<file path="src/rtl/bp_nonsynth_cosim_commit_arbiter_if.sv">
// Purpose: commit-queue / DPI-step bundle between the per-core cosim commit
//          FIFOs, the commit arbiter and the shared DPI step/trap caller.
// Signals:
//   req_v/req_trap/req_data  per-core head record (core i at slice i)
//   req_yumi                 one-hot dequeue of a core's head record
//   step_v/step_core/step_trap/step_data  serialized output slot
//   step_ready               consumer accepts the slot this cycle
//   mismatch                 consumer model mismatch, valid with an accept
// Modports: master = queues + consumer side, slave = arbiter side.
interface bp_nonsynth_cosim_commit_arbiter_if #(
   parameter int unsigned num_core_p   = 4,
   parameter int unsigned data_width_p = 128
);
   localparam int unsigned core_width_lp = (num_core_p > 1) ? $clog2(num_core_p) : 1;

   logic [num_core_p-1:0]              req_v;
   logic [num_core_p-1:0]              req_trap;
   logic [num_core_p*data_width_p-1:0] req_data;
   logic [num_core_p-1:0]              req_yumi;
   logic                               step_v;
   logic [core_width_lp-1:0]           step_core;
   logic                               step_trap;
   logic [data_width_p-1:0]            step_data;
   logic                               step_ready;
   logic                               mismatch;

   modport master (
      output req_v, req_trap, req_data, step_ready, mismatch,
      input  req_yumi, step_v, step_core, step_trap, step_data
   );

   modport slave (
      input  req_v, req_trap, req_data, step_ready, mismatch,
      output req_yumi, step_v, step_core, step_trap, step_data
   );
endinterface

</file>
<file path="src/rtl/bp_nonsynth_cosim_commit_arbiter.sv">
// Purpose: serializes commit/trap records from num_core_p cosim commit queues
//          onto one DPI stepping slot (round-robin, per-core retire cap,
//          done/fail sequencing, stall watchdog).
// Ports:
//   clk_i        clock, posedge
//   reset_i      asynchronous, active-low reset
//   en_i         arbitration enable (0 = no grants, slot still drains)
//   instr_cap_i  per-core retire cap, 0 = unlimited
//   arb_bus      commit queue / step slot bundle (slave modport)
//   done_o       all cores capped and slot drained (sticky)
//   fail_o       consumer mismatch seen (sticky)
//   starve_o     slot backpressured for starve_limit_p cycles (sticky)
// Optional feature: define BP_COSIM_ARB_TRAP_PRIORITY_EN to arbitrate among
//   trap-carrying eligible cores first whenever any exist.
module bp_nonsynth_cosim_commit_arbiter #(
   parameter int unsigned num_core_p     = 4,
   parameter int unsigned data_width_p   = 128,
   parameter int unsigned cnt_width_p    = 32,
   parameter int unsigned starve_limit_p = 1024
) (
   input  logic                                  clk_i,
   input  logic                                  reset_i,
   input  logic                                  en_i,
   input  logic [cnt_width_p-1:0]                instr_cap_i,
   bp_nonsynth_cosim_commit_arbiter_if.slave     arb_bus,
   output logic                                  done_o,
   output logic                                  fail_o,
   output logic                                  starve_o
);
   localparam int unsigned core_width_lp = (num_core_p > 1) ? $clog2(num_core_p) : 1;
   localparam int unsigned wd_width_lp   = $clog2(starve_limit_p + 1);

   typedef enum logic [1:0] {e_run, e_done, e_fail} state_e;

   state_e                   r_state, w_state_n;
   logic [core_width_lp-1:0] r_rr;
   logic [cnt_width_p-1:0]   r_retired [num_core_p];
   logic [wd_width_lp-1:0]   r_wd;
   logic                     r_step_v, r_step_trap;
   logic [core_width_lp-1:0] r_step_core;
   logic [data_width_p-1:0]  r_step_data;
   logic                     r_done, r_fail, r_starve;

   logic [num_core_p-1:0]    w_mask, w_elig, w_cand;
   logic                     w_cap_en, w_slot_free, w_accept, w_bad_accept;
   logic                     w_grant_v, w_done_cond, w_found;
   logic [core_width_lp-1:0] w_grant_idx;

   // Cores that have retired up to the cap are excluded, traps included.
   assign w_cap_en = (instr_cap_i != '0);
   always_comb begin
      w_mask = '0;
      for (int unsigned i = 0; i < num_core_p; i++) begin
         w_mask[i] = w_cap_en && (r_retired[i] >= instr_cap_i);
      end
   end

   assign w_elig = arb_bus.req_v & ~w_mask;

`ifdef BP_COSIM_ARB_TRAP_PRIORITY_EN
   assign w_cand = (|(w_elig & arb_bus.req_trap)) ? (w_elig & arb_bus.req_trap) : w_elig;
`else
   assign w_cand = w_elig;
`endif

   // First candidate at or after the rr pointer, wrapping.
   always_comb begin
      int unsigned idx;
      idx         = 0;
      w_found     = 1'b0;
      w_grant_idx = '0;
      for (int unsigned off = 0; off < num_core_p; off++) begin
         idx = 32'(r_rr) + off;
         if (idx >= num_core_p) idx = idx - num_core_p;
         if (!w_found && w_cand[core_width_lp'(idx)]) begin
            w_found     = 1'b1;
            w_grant_idx = core_width_lp'(idx);
         end
      end
   end

   assign w_slot_free  = ~r_step_v | arb_bus.step_ready;
   assign w_accept     = r_step_v & arb_bus.step_ready;
   assign w_bad_accept = w_accept & arb_bus.mismatch;

   // No dequeue while in reset or on the failing accept: those records would be lost.
   assign w_grant_v = reset_i & (r_state == e_run) & en_i & w_slot_free & w_found & ~w_bad_accept;

   assign w_done_cond = w_cap_en & (&w_mask) & (~r_step_v | (w_accept & ~arb_bus.mismatch));

   assign arb_bus.req_yumi = w_grant_v ? (num_core_p'(1) << w_grant_idx) : '0;

   // FSM state register.
   always_ff @(posedge clk_i or negedge reset_i) begin
      if (!reset_i) r_state <= e_run;
      else          r_state <= w_state_n;
   end

   // FSM next state; failure wins over completion, both terminal.
   always_comb begin
      w_state_n = r_state;
      unique case (r_state)
         e_run: begin
            if (w_bad_accept)     w_state_n = e_fail;
            else if (w_done_cond) w_state_n = e_done;
         end
         default: w_state_n = r_state;
      endcase
   end

   // Output slot, rr pointer and sticky status flags.
   always_ff @(posedge clk_i or negedge reset_i) begin
      if (!reset_i) begin
         r_step_v    <= 1'b0;
         r_step_trap <= 1'b0;
         r_step_core <= '0;
         r_step_data <= '0;
         r_rr        <= '0;
         r_done      <= 1'b0;
         r_fail      <= 1'b0;
      end else begin
         r_done <= (w_state_n == e_done);
         r_fail <= (w_state_n == e_fail);
         if (w_grant_v) begin
            r_step_v    <= 1'b1;
            r_step_core <= w_grant_idx;
            r_step_trap <= arb_bus.req_trap[w_grant_idx];
            r_step_data <= arb_bus.req_data[32'(w_grant_idx)*data_width_p +: data_width_p];
            r_rr        <= (32'(w_grant_idx) + 32'd1 >= num_core_p) ? '0
                                                                    : core_width_lp'(w_grant_idx + core_width_lp'(1));
         end else if (arb_bus.step_ready) begin
            r_step_v <= 1'b0;
         end
      end
   end

   // Per-core retired counters; traps are not retirements. Saturating.
   always_ff @(posedge clk_i or negedge reset_i) begin
      if (!reset_i) begin
         for (int unsigned i = 0; i < num_core_p; i++) r_retired[i] <= '0;
      end else if (w_grant_v && !arb_bus.req_trap[w_grant_idx] && (r_retired[w_grant_idx] != '1)) begin
         r_retired[w_grant_idx] <= r_retired[w_grant_idx] + cnt_width_p'(1);
      end
   end

   // Stall watchdog: counts backpressured cycles, cleared by an accept.
   always_ff @(posedge clk_i or negedge reset_i) begin
      if (!reset_i) begin
         r_wd     <= '0;
         r_starve <= 1'b0;
      end else if (w_accept) begin
         r_wd <= '0;
      end else if (r_step_v) begin
         if (r_wd < wd_width_lp'(starve_limit_p)) r_wd <= r_wd + wd_width_lp'(1);
         if (r_wd >= wd_width_lp'(starve_limit_p - 1)) r_starve <= 1'b1;
      end
   end

   assign arb_bus.step_v    = r_step_v;
   assign arb_bus.step_core = r_step_core;
   assign arb_bus.step_trap = r_step_trap;
   assign arb_bus.step_data = r_step_data;
   assign done_o            = r_done;
   assign fail_o            = r_fail;
   assign starve_o          = r_starve;
endmodule

</file>
<file path="src/flat_wrapper.sv">
// flat-port wrapper written by rule: the top's interface ports become plain ports
module bp_nonsynth_cosim_commit_arbiter_flat 
#(
   parameter int unsigned num_core_p     = 4,
   parameter int unsigned data_width_p   = 128,
   parameter int unsigned cnt_width_p    = 32,
   parameter int unsigned starve_limit_p = 1024
)
  (clk_i, reset_i, en_i, instr_cap_i, done_o, fail_o, starve_o, arb_bus_req_v, arb_bus_req_trap, arb_bus_req_data, arb_bus_step_ready, arb_bus_mismatch, arb_bus_req_yumi, arb_bus_step_v, arb_bus_step_core, arb_bus_step_trap, arb_bus_step_data);
  bp_nonsynth_cosim_commit_arbiter_if #(.num_core_p(num_core_p), .data_width_p(data_width_p)) arb_bus_i ();
  input  logic clk_i;
  input  logic reset_i;
  input  logic en_i;
  input  logic [cnt_width_p-1:0] instr_cap_i;
  output logic done_o;
  output logic fail_o;
  output logic starve_o;
  input wire logic [$bits(arb_bus_i.req_v)-1:0] arb_bus_req_v;
  input wire logic [$bits(arb_bus_i.req_trap)-1:0] arb_bus_req_trap;
  input wire logic [$bits(arb_bus_i.req_data)-1:0] arb_bus_req_data;
  input wire logic [$bits(arb_bus_i.step_ready)-1:0] arb_bus_step_ready;
  input wire logic [$bits(arb_bus_i.mismatch)-1:0] arb_bus_mismatch;
  output wire logic [$bits(arb_bus_i.req_yumi)-1:0] arb_bus_req_yumi;
  output wire logic [$bits(arb_bus_i.step_v)-1:0] arb_bus_step_v;
  output wire logic [$bits(arb_bus_i.step_core)-1:0] arb_bus_step_core;
  output wire logic [$bits(arb_bus_i.step_trap)-1:0] arb_bus_step_trap;
  output wire logic [$bits(arb_bus_i.step_data)-1:0] arb_bus_step_data;
  assign arb_bus_i.req_v = arb_bus_req_v;
  assign arb_bus_i.req_trap = arb_bus_req_trap;
  assign arb_bus_i.req_data = arb_bus_req_data;
  assign arb_bus_i.step_ready = arb_bus_step_ready;
  assign arb_bus_i.mismatch = arb_bus_mismatch;
  assign arb_bus_req_yumi = arb_bus_i.req_yumi;
  assign arb_bus_step_v = arb_bus_i.step_v;
  assign arb_bus_step_core = arb_bus_i.step_core;
  assign arb_bus_step_trap = arb_bus_i.step_trap;
  assign arb_bus_step_data = arb_bus_i.step_data;
  bp_nonsynth_cosim_commit_arbiter #(.num_core_p(num_core_p), .data_width_p(data_width_p), .cnt_width_p(cnt_width_p), .starve_limit_p(starve_limit_p)) u_core (.clk_i(clk_i), .reset_i(reset_i), .en_i(en_i), .instr_cap_i(instr_cap_i), .arb_bus(arb_bus_i), .done_o(done_o), .fail_o(fail_o), .starve_o(starve_o));
endmodule
</file>
<file path="config.mk">
export PLATFORM = sky130hd
export DESIGN_NAME = bp_nonsynth_cosim_commit_arbiter_flat
export DESIGN_NICKNAME = d
export VERILOG_FILES = /design/src/rtl/bp_nonsynth_cosim_commit_arbiter_if.sv /design/src/rtl/bp_nonsynth_cosim_commit_arbiter.sv /design/src/flat_wrapper.sv
export SDC_FILE = /design/constraint.sdc
export NUM_CORES = 1
export LEC_CHECK = 0
export BUFFER_PORTS_ARGS = -buffer_cell sky130_fd_sc_hd__buf_2
export CAP_MARGIN = 20
export CORE_AREA = 2 2 271 273
export DETAILED_ROUTE_END_ITERATION = 10
export DIE_AREA = 0 0 273 275
export PLACE_DENSITY_LB_ADDON = 0.1
export SYNTH_ARGS = -nofsm -noshare
export SYNTH_HDL_FRONTEND = slang
export SYNTH_SLANG_ARGS = --single-unit
</file>
<file path="constraint.sdc">
create_clock -name clk_i -period 7.3 [get_ports clk_i]
set_clock_uncertainty 0.1 [all_clocks]
set_input_delay 0.365 -clock clk_i [delete_from_list [all_inputs] [get_ports clk_i]]
set_output_delay 0.365 -clock clk_i [all_outputs]
set_load 0.02 [all_outputs]
</file>
---- After elaboration in Yosys (flattened, before gate mapping) ----
Index checks and enable logic that the tools add are counted.
cells by class
  add/sub/neg operators ................... 11
  order comparisons ....................... 18
  eq/ne operators ......................... 3
  shifts and indexed selects .............. 2
  multiplexer cells ....................... 38
  bitwise gates (word level) .............. 19
  reduce and logical (&&, ||, !) cells .... 22
operators by type and width
  cell                                                                           number
  512-bit by 10-bit variable part select with 128-bit output                     1
  128-bit bitwise mux                                                            1
  32-bit >= comparator                                                           4
  32-bit 2-to-1 mux                                                              3
  32-bit binary-select mux with 2-bit select                                     1
  32-bit demux with 2-bit select                                                 1
  11-bit 2-to-1 mux                                                              3
  32-bit by 1-bit adder with 32-bit output (second input constant)               1
  32-bit by 3-bit >= comparator with 1-bit output (second input constant)        1
  32-bit != test (second input constant)                                         1
  32-bit nonzero test                                                            1
  2-bit 2-to-1 mux                                                               12
  2-bit by 3-bit less-than comparator with 1-bit output (second input constant)  5
  3-bit >= comparator (second input constant)                                    4
  11-bit by 1-bit adder with 11-bit output (second input constant)               1
  11-bit by 10-bit >= comparator with 1-bit output (second input constant)       1
  11-bit less-than comparator (second input constant)                            1
  1-bit 2-to-1 mux                                                               11
  1-bit AND                                                                      10
  1-bit binary-select mux with 2-bit select                                      5
  1-bit logical AND                                                              10
  2-bit by 1-bit subtractor with 2-bit output (second input constant)            4
  2-bit by 1-bit adder with 3-bit output (second input constant)                 2
  2-bit by 2-bit adder with 3-bit output (second input constant)                 2
  18 further kinds                                                               27
storage, ports and cells
  register bits after elaboration ......... 278
  word-level logic and storage cells ...... 127

---- Longest topological paths before layout ----
Gate-level depths: netlist of run 1.
  depth after elaboration ................. 22
  mapped depth ............................ 23

---- Worst setup path after synthesis of run 1 ----
OpenSTA, ideal clock, no wires.
  path type ............................... in2reg
  from .................................... in instr_cap_i[30]
  to ...................................... reg u_core.r_retired[100] (netlist name)
  setup time .............................. 0.125 ns
  data arrival time ....................... 5.011 ns
  slack ................................... 2.064 ns
  cell stages on the path ................. 22
  cell sequence ........................... inv_1 -> ha_1 -> and4_1 -> a221o_1 -> a22oi_1 -> nand3_1 -> a21boi_1 -> o21ai_1 -> a2bb2o_2 -> buf_6 -> buf_8 -> buf_6 -> clkbuf_1 -> clkbuf_1 -> buf_1 -> clkbuf_1 -> ha_1 -> inv_1 -> nor2_1 -> nand3_4 -> buf_12 -> mux2_4
on the way
  longest elaborated chain between the ends .. 22
  elaborated cells between the ends (all ways) .. 52
  those cells by class .................... add/sub: 1; order compare: 6; eq/ne: 1; mux: 24; bitwise: 5; reduce/logical: 15
RTL lines
  item                                                                                 RTL line                                                                          RTL
  start, declared                                                                      flat_wrapper.sv:14                                                                input logic [cnt_width_p-1:0] instr_cap_i;
  32-bit >= comparator / 32-bit nonzero test (equally long branches)                   bp_nonsynth_cosim_commit_arbiter.sv:54, bp_nonsynth_cosim_commit_arbiter.sv:50
  1-bit logical AND                                                                    bp_nonsynth_cosim_commit_arbiter.sv:54                                            w_mask[i] = w_cap_en && (r_retired[i] >= instr_cap_i);
  4-bit NOT *                                                                          bp_nonsynth_cosim_commit_arbiter.sv:58                                            assign w_elig = arb_bus.req_v & ~w_mask;
  4-bit AND *                                                                          bp_nonsynth_cosim_commit_arbiter.sv:58
  1-bit binary-select mux with 2-bit select                                            bp_nonsynth_cosim_commit_arbiter.sv:75                                            if (!w_found && w_cand[core_width_lp'(idx)]) begin
  1-bit 2-to-1 mux (implied by the code)                                               bp_nonsynth_cosim_commit_arbiter.sv:75
  1-bit 2-to-1 mux                                                                     bp_nonsynth_cosim_commit_arbiter.sv:75
  1-bit zero test                                                                      bp_nonsynth_cosim_commit_arbiter.sv:75
  [... 6 more ...]                                                                     n/a
  1-bit logical AND                                                                    bp_nonsynth_cosim_commit_arbiter.sv:75
  2-bit 2-to-1 mux                                                                     bp_nonsynth_cosim_commit_arbiter.sv:75
  2-bit NOT with 3-bit output (implied by the code)                                    bp_nonsynth_cosim_commit_arbiter.sv:141, bp_nonsynth_cosim_commit_arbiter.sv:142
  32-bit binary-select mux with 2-bit select (tied with other cells)                   bp_nonsynth_cosim_commit_arbiter.sv:141, bp_nonsynth_cosim_commit_arbiter.sv:142
  32-bit 2-to-1 mux (implied by the code) / 1-bit logical AND (equally long branches)  bp_nonsynth_cosim_commit_arbiter.sv:141, bp_nonsynth_cosim_commit_arbiter.sv:142
  32-bit 2-to-1 mux (on tied branches)                                                 bp_nonsynth_cosim_commit_arbiter.sv:141, bp_nonsynth_cosim_commit_arbiter.sv:142
  32-bit by 1-bit adder with 32-bit output (tied with other cells)                     bp_nonsynth_cosim_commit_arbiter.sv:142                                           r_retired[w_grant_idx] <= r_retired[w_grant_idx] + cnt_width_p'(1);
  128-bit bitwise mux / 1-bit logical AND (equally long branches)                      bp_nonsynth_cosim_commit_arbiter.sv:142, bp_nonsynth_cosim_commit_arbiter.sv:141
  end signal, assigned by index                                                        bp_nonsynth_cosim_commit_arbiter.sv:142
  end, declared                                                                        bp_nonsynth_cosim_commit_arbiter.sv:37                                            logic [cnt_width_p-1:0] r_retired [num_core_p];
Mark *: on every way between the ends. The rest lies on a longest branch, timed or not. The select of a mux whose other input is x is not followed.
A chain may end at the register's enable or synchronous reset.

---- Worst setup path in the final report of run 1 ----
  from .................................... reg u_core.r_retired[15] (netlist name)
  to ...................................... reg u_core.r_retired[21] (netlist name)
on the way
  longest elaborated chain between the ends .. 22
  elaborated cells between the ends (all ways) .. 45
  those cells by class .................... add/sub: 1; order compare: 3; eq/ne: 1; mux: 24; bitwise: 5; reduce/logical: 11
RTL lines
  item                                                                                 RTL line
  32-bit >= comparator                                                                 bp_nonsynth_cosim_commit_arbiter.sv:54
  1-bit logical AND                                                                    bp_nonsynth_cosim_commit_arbiter.sv:54
  4-bit NOT                                                                            bp_nonsynth_cosim_commit_arbiter.sv:58
  4-bit AND                                                                            bp_nonsynth_cosim_commit_arbiter.sv:58
  1-bit binary-select mux with 2-bit select                                            bp_nonsynth_cosim_commit_arbiter.sv:75
  1-bit 2-to-1 mux (implied by the code)                                               bp_nonsynth_cosim_commit_arbiter.sv:75
  1-bit 2-to-1 mux                                                                     bp_nonsynth_cosim_commit_arbiter.sv:75
  1-bit zero test                                                                      bp_nonsynth_cosim_commit_arbiter.sv:75
  [... 6 more ...]                                                                     n/a
  1-bit logical AND                                                                    bp_nonsynth_cosim_commit_arbiter.sv:75
  2-bit 2-to-1 mux                                                                     bp_nonsynth_cosim_commit_arbiter.sv:75
  2-bit NOT with 3-bit output (implied by the code)                                    bp_nonsynth_cosim_commit_arbiter.sv:141, bp_nonsynth_cosim_commit_arbiter.sv:142
  32-bit binary-select mux with 2-bit select (tied with other cells)                   bp_nonsynth_cosim_commit_arbiter.sv:141, bp_nonsynth_cosim_commit_arbiter.sv:142
  32-bit 2-to-1 mux (implied by the code) / 1-bit logical AND (equally long branches)  bp_nonsynth_cosim_commit_arbiter.sv:141, bp_nonsynth_cosim_commit_arbiter.sv:142
  32-bit 2-to-1 mux (on tied branches)                                                 bp_nonsynth_cosim_commit_arbiter.sv:141, bp_nonsynth_cosim_commit_arbiter.sv:142
  32-bit by 1-bit adder with 32-bit output (tied with other cells)                     bp_nonsynth_cosim_commit_arbiter.sv:142
  128-bit bitwise mux / 1-bit logical AND (equally long branches)                      bp_nonsynth_cosim_commit_arbiter.sv:142, bp_nonsynth_cosim_commit_arbiter.sv:141
Several ways; a longest one is shown, not always the timed one. The select of a mux whose other input is x is not followed.

==> summary.md, run 1 <==
| Metric | Value |
|---|---|
| Status | finished clean |
| Total I/O pin count | 696 |
| Worst EP required | around 7.6 ns |
| Mapped Cells | 2,383 |
| Crit path time final | a little over 6 ns |
| DRT iter0 DRCs | about 1,500 |
| Ys async rst share | between 90% and 100% |
| Placed cell area | ~24,000 um^2 |
| Worst setup EP type | register |
| PortBufs | a little under 700 |
| Starting Density | ~27% |
| Final worst path period share | 83.9% |
| Primary FF master, synth | dfrtp_1 |
| Final setup fails | 0 |
| Mean Syn Cell Area | approximately 8.3 um^2 |
| Pre-CTS setup slack | 0.943 ns |
| Vias | between 15,000 and 20,000 |
| GRT Overall Usage | about a quarter |
| Crit-path cells | ha_1 -> nand4_1 -> nor3_1 -> o311ai_0 -> and3_1 -> o221ai_1 -> a2bb2o_4 -> buf_4 -> mux2i_1 -> nand2_1 -> nor4_2 -> nand4_4 -> nand3_4 -> buf_4 -> mux2_4 |
| Crit Path Class | register to register |
| Min-Delay Path Class | input port to register |
| Slew Limit Fails | 0 |
| Number of synthesized flops with an enable pin | 0 |
| Final Hold Fails | 0 |
| Seq/Total Area, Yosys | 35.1% |
| Synth top area share | around a third |
| Gpl congestion | approximately 1.0 |
| Pin count of the biggest net entering global routing | approximately 160 |
| CTS resizes | 0 |
| Fin Setup TNS | 0 ns |
| Max Buffers Root-to-Sink | 3 |
| TritonCTS buffer count | 38 |
| Cell Rows | 99 |
| Unrepaired setup endpoints after global routing | false |
| Ys Warns | 0 |
| Post-Route WL | approximately 100,000 um |
| Crit path DAT | about 6.5 ns |
| Fill count | 7,809 |
| Max-cap violations | 0 |
| Worst slew pin tran | just over 1 ns |
| Cell variety after synth | between 70 and 80 |
| Wirelength per Cell | 25.7 um |
| Reg clk slew, reported paths | ~0.06 ns |
| Sink Count | roughly 280 |
| Drt drc | 0 |
| CP startpoint kind | register |
| Vias in the first global route | around 19,000 |
| Worst-path maximum fanout | slightly below 60 |
| Flip-flop and latch area | approximately 7000 um^2 |
| Post-CTS Setup Inserts | 0 |
| Critical path's largest stage delay | between 0.7 and 0.8 ns |
| # hold bufs at CTS | 3 |
| Chip Height | around 280 um |
| Total power | about 9.2 mW |
| Synth top area cells | dfrtp_1 35%, nand2_1 8.5%, mux2_4 8.5%, ha_1 8.5%, nor2_1 8.0% |
| Vias per inst | approximately 5 |
| Final net count | roughly 3,700 |
| FF+latch count, synth | 278 |
| Synth Cell Area | around 20,000 um^2 |
| Clock Latency Late Sink | roughly 0.55 ns |
| Area of the core | 72,300 um^2 |
| Die area | around 75,000 um^2 |
| Initial antenna violation count | 44 |
| PwrDens | around 360 nW/um^2 |
| Max Fclk | between 0.15 and 0.2 GHz |
| Dpl hpwl | between 80,000 and 90,000 um |
| Slowest stage cell on the critical path | a2bb2o_4 |
| Share of cells above drive strength 1 | 31.0% |
| Mapped Nets | just over 3,000 |
| Max rail drop VDD | between 200 and 300 uV |
| CP most frequent cell | buf_4 |
| Router iterations before antenna repair | 5 |
| LEAKAGE | 13.5 nW |
| Rel. slew slack | approximately 30% |
| Multi-input logic area | around 12,000 um^2 |
| First-pass GRT wire length | 141,000 um |
| CTS tree | done |
| Post-route cell area | 25,400 um^2 |
| Final setup margin | about 1.2 ns |
| Commonest cells post-synth | 451 x nand2_1, 423 x nor2_1, 283 x o21ai_0 |
| Count leader, synth | nand2_1 |
| Syn-to-layout area delta | 28.1% |
| Die Wd | 273 um |
| Gr ovfl total | 0 |
| CTS Root Cell | clkbuf_16 |
| Area leader, netlist | dfrtp_1 |
| Clock H-tree levels | 2 |
| Post-route ant nets | 0 |
==> power by group <==
group,total (mW),switching (mW),internal (mW)
sequential,2.23,0.272,1.96
clock,1.99,0.763,1.22
combinational,4.97,3.55,1.42
==> placed cells by master, fill, tap and decap left out, types with 6 or more instances in the layout <==
master / n
nor2_1: 423
nand2_1: 451
diode_2: 21
mux2_4: 112
ha_1: 134
nand3_1: 154
mux2_1: 8
clkbuf_8: 7
nand2b_1: 8
dfrtp_1: 278
xor2_1: 13
clkinv_2: 10
mux2i_2: 12
mux2i_1: 80
a22oi_1: 10
o21ai_0: 283
a21oi_1: 58
clkbuf_16: 39
nor4_1: 8
nand4_1: 27
xnor2_1: 20
buf_4: 25
inv_1: 55
buf_2: 694
clkbuf_1: 6
==> critical path: cells and delay by family (launching register included) <==
family | cells | cell delay [ns]
adders and majority gates | 1 | 0.35
muxes | 2 | 0.82
AOI/OAI and AO/OA | 3 | 1.42
buffers and inverters | 2 | 1.04
DFF | 1 | 0.42
and+or+nand+nor | 7 | 1.77
==> flip-flops by register name, indices dropped and copies added, names as in the netlist <==
signal	count
u_core.r_rr	2
u_core.done_o	1
u_core.arb_bus.step_v	1
u_core.arb_bus.step_trap	1
u_core.fail_o	1
u_core.arb_bus.step_core	2
u_core.r_wd	11
u_core.starve_o	1
u_core.arb_bus.step_data	128
u_core.r_state	2
u_core.r_retired	128
==> metal layers <==
metal / track usage (%) / up-vias / routed length [um]
met5: 0 / - / 103
met4: 6.82 / 16 / 2670
met3: 4.80 / 137 / 6060
met2: 44.6 / 630 / 50500
met1: 34.2 / 9443 / 44200
li1: - / 9447 / -
==> worst paths after layout <==
path                                       start                           end  slack (ns)  cells after the start
hold reg to reg                  u_core.starve_o               u_core.starve_o        0.36                      1
max in group asynchronous                reset_i           u_core.r_retired[0]        3.90                      5
hold / removal             arb_bus_req_data[220]  u_core.arb_bus.step_data[92]        0.09                      5
min in group asynchronous                reset_i          u_core.r_retired[19]        0.20                      2
setup / recovery            u_core.r_retired[15]          u_core.r_retired[21]        1.18                     15
setup reg to reg            u_core.r_retired[15]          u_core.r_retired[21]        1.18                     15
==> per-stage QoR <==
| step | hold slack [ns] | utilization, % | cells |
|---|---|---|---|
| 6_report | 0.0923 | 35.1 | 4020 |
| 2_1_floorplan | -0.0306 | - | 2383 |
| 5_1_grt | 0.105 | 35.1 | 4005 |
| 4_1_cts | 0.0544 | 35.0 | 3999 |
| 3_3_place_gp | 0.192 | 33.2 | 3928 |
| 3_5_place_dp | 0.192 | 33.2 | 3928 |
==> cell type report <==
cell class,count,share of cell area (%)
antenna,21,0.207
clock buffer,52,4.31
clock inverter,16,0.823
inverter,56,0.877
multi-input combinational,1910,46.7
sequential,278,27.4
tap,959,4.72
timing repair buffer,728,15.0
==> logic make-up (layout without fill, tap and decap cells) <==
kind of cell / count (synthesis) / count (layout) / synth area share (%)
AO/OA/AOI/OAI: 407 / 407 / 11.4
XOR/XNOR: 33 / 33 / 1.46
adder cells (fa/ha/maj): 134 / 134 / 8.46
buffers and inverters: 195 / 852 / 5.29
flip-flops: 278 / 278 / 35.1
multiplexers: 214 / 214 / 14.0
other: 0 / 21 / 0
AND/OR/NAND/NOR: 1122 / 1122 / 24.4
No activity file was read; power rests on OpenSTA's default activity.
==> run 2, diff against run 1 <==
==> constraint.sdc (replaced) <==
create_clock -name clk_i -period 5.2 [get_ports clk_i]
set_clock_uncertainty 0.1 [all_clocks]
set_input_delay 0.26 -clock clk_i [delete_from_list [all_inputs] [get_ports clk_i]]
set_output_delay 0.26 -clock clk_i [all_outputs]
set_load 0.02 [all_outputs]
==> run 2 against run 1 <==
  * Wire length up 4.1%
  * Register-to-register slack worse by 1.1 ns
  * Core utilization grew 4.4 points
  * Combinational power increased by 59%
  * Critical path depth up 9
  * Sequential share of layout area shrank 3.1 points
  * Die area stayed put
  * Highest routed layer unchanged
  * First-iteration DRC count is 6.8% lower
  * Sequential cell count did not move
  * Critical endpoint unchanged
  * Non-clock buffer count is 275 higher
==> summary.md, run 2 (synthesis results as in run 1) <==
| Metric | Value |
|---|---|
| Clock Latency Late Sink | 0.57 ns |
| Wirelength per Cell | ~25 um |
| Router iterations before antenna repair | 7 |
| Hold path depth | 5 |
| PortBufs | 695 |
| CTS tree | done |
| Max-cap violations | 0 |
| TritonCTS buffer count | 38 |
| Chip Height | between 200 and 300 um |
| Pre-CTS setup slack | -0.265 ns |
| PwrDens | ~480 nW/um^2 |
| GRT Overall Usage | between 20% and 30% |
| Worst setup EP type | register |
| Vias | about 21,000 |
| Slew Limit Fails | 0 |
| Total power | ~14 mW |
| LEAKAGE | ~15 nW |
| Vias in the first global route | roughly 21,000 |
| WHS | between 0.02 and 0.03 ns |
| CP startpoint kind | register |
| Status | finished clean |
| RR Startpoint | u_core.r_retired[111] |
| Net Sw Frac | 48.6% |
| Crit Path Class | register to register |
| Final setup fails | 0 |
| Commonest cells after routing, fill and taps aside | 694 x buf_2, 447 x nand2_1, 420 x nor2_1, 282 x o21ai_0, 278 x dfrtp_1 |
| Crit path DAT | around 5.5 ns |
| R2R depth | 24 |
| Final Hold Fails | 0 |
| Utilization after layout | 39.5% |
| Cell Rows | 99 |
| Worst slew pin tran | 1.05 ns |
| Post-route ant nets | 0 |
| Gpl congestion | 0.976 |
| Reg-to-reg critical path endpoint | u_core.r_retired[21] |
| Gr ovfl total | 0 |
| Share of cells above drive strength 1 | roughly a third |
| Reg clk slew, reported paths | roughly 0.060 ns |
| Cell internal pwr | ~7.1 mW |
| Reg power frac | between 20% and 30% |
| Min-Delay Path Class | input port to register |
| Dpl hpwl | about 87,000 um |
| Max Fclk | 0.194 GHz |
| Max rail drop VDD | about 250 uV |
| Die Wd | 273 um |
| Worst EP required | roughly 5.5 ns |
| Hold Crit Endpoint | u_core.arb_bus.step_data[72] |
| Comb power frac | 57.5% |
| Hold_sp | arb_bus_req_data[72] |
| Total I/O pin count | between 600 and 700 |
| Setup slack, reg-to-reg | around 0.054 ns |
| Clk network pwr share | 19.7% |
| Rel. slew slack | between 30% and 40% |
| Vias per inst | ~4.9 |
| Worst-path maximum fanout | 6 |
| Final net count | 3,978 |
| Starting Density | between 20 and 30% |
| Unrepaired setup endpoints after global routing | true |
| Area of the core | 72,300 um^2 |
| Syn-to-layout area delta | 44.3% |
| Clock H-tree levels | 2 |
| Die area | around 75,000 um^2 |
| Post-Route WL | 108,000 um |
| CTS Root Cell | clkbuf_16 |
| First-pass GRT wire length | roughly 150,000 um |
| Sink Count | about 280 |
| Max Buffers Root-to-Sink | 3 |
| Final worst path period share | 99.0% |
| DRT iter0 DRCs | approximately 1,400 |
| Commonest non-fill, non-tap cell in the layout | buf_2 |
| Initial antenna violation count | between 40 and 50 |
| Drt drc | 0 |
| Crit path time final | between 5 and 6 ns |
| NetSw | around 6.7 mW |
| Pin count of the biggest net entering global routing | 162 |
| Final setup margin | 0.0538 ns |
[run 2: cell types whose count changed in the layout (fill, tap and decap cells not counted), moves of 10 or more]
cell,previous run,this run
buf_12,5,26
buf_6,0,16
buf_4,25,136
xnor2_2,0,11
xnor2_1,20,8
mux2i_4,1,11
dlygate4sd3_1,3,124
[run 2: worst max path at each step]
stage / depth (start not counted) / start / to / slack, ns
2_1_floorplan: 23 / u_core.r_retired[96] / u_core.r_retired[100] / 0.02
3_3_place_gp: 20 / instr_cap_i[15] / u_core.arb_bus.step_data[71] / -0.22
3_5_place_dp: 21 / instr_cap_i[11] / u_core.arb_bus.step_data[71] / -0.27
4_1_cts: 20 / u_core.r_retired[105] / u_core.r_retired[18] / -0.005
5_1_grt: 22 / u_core.r_retired[111] / u_core.r_retired[76] / -0.14
6_report: 24 / u_core.r_retired[111] / u_core.r_retired[21] / 0.05
[run 2: worst max-delay path: stages, from the launching register on]
cell,delay [ns]
dfrtp_1,0.42
ha_4,0.30
nand2_4,0.06
nor4_4,0.33
buf_4,0.17
or4b_4,0.46
a311oi_2,0.29
nor3b_2,0.12
buf_4,0.16
a21boi_2,0.13
o21ai_1,0.08
a2bb2o_4,0.25
buf_12,0.16
buf_12,0.14
buf_6,0.12
mux2i_4,0.16
nand4_1,0.13
buf_6,0.16
buf_6,0.11
nor4_4,0.19
buf_4,0.19
buf_12,0.14
nand4b_1,0.16
xnor2_2,0.23
mux2_4,0.29
[run 2: per-stage QoR]
step	cells	instance area (um^2)	TNS (ns)
after CTS	4250	27900	-0.00925
after global placement	4048	25100	-7.62
after global routing	4280	28600	-10.56
after detailed placement	4048	25100	-15.64
after floorplan	2383	19800	0
final	4289	28600	0
[run 2: power groups by stage]
stage          clock network, mW  logic (mW)  registers (mW)
6_report                    2.71        7.90            3.14
5_1_grt                     2.88        8.52            3.21
3_3_place_gp                   0        7.26            3.16
3_5_place_dp                   0        7.28            3.18
4_1_cts                     2.80        7.71            3.14
2_1_floorplan                  0        3.60            3.69
[run 2: layer usage]
| metal | track usage, % | vias to the layer above | routed length [um] |
|---|---|---|---|
| li1 | - | 9984 | - |
| met1 | 35.7 | 10115 | 46300 |
| met2 | 45.8 | 658 | 51700 |
| met3 | 3.85 | 146 | 5820 |
| met4 | 8.86 | 10 | 3770 |
| met5 | 0 | - | 68 |
[run 2: repair_timing]
action / 4_1_cts / 5_1_grt
gates cloned: 1 / 3
resized for setup: 23 / 88
setup endpoints to repair: 113 / 158
setup buffers: 11 / 24
endpoints found under the hold margin: 142 / 0
hold buffers: 124 / 0
pin swaps: 9 / 26
[run 2: final cells by class]
cell class / instances / area [um^2]
diodes: 17 / 42.5
clock buffers: 54 / 1130
clock inverters: 12 / 139
fillers: 7678 / 43700
inverters: 56 / 223
multi-input cells: 1910 / 12300
flip-flops and latches: 278 / 6960
well taps: 959 / 1200
repair buffers: 1003 / 6570
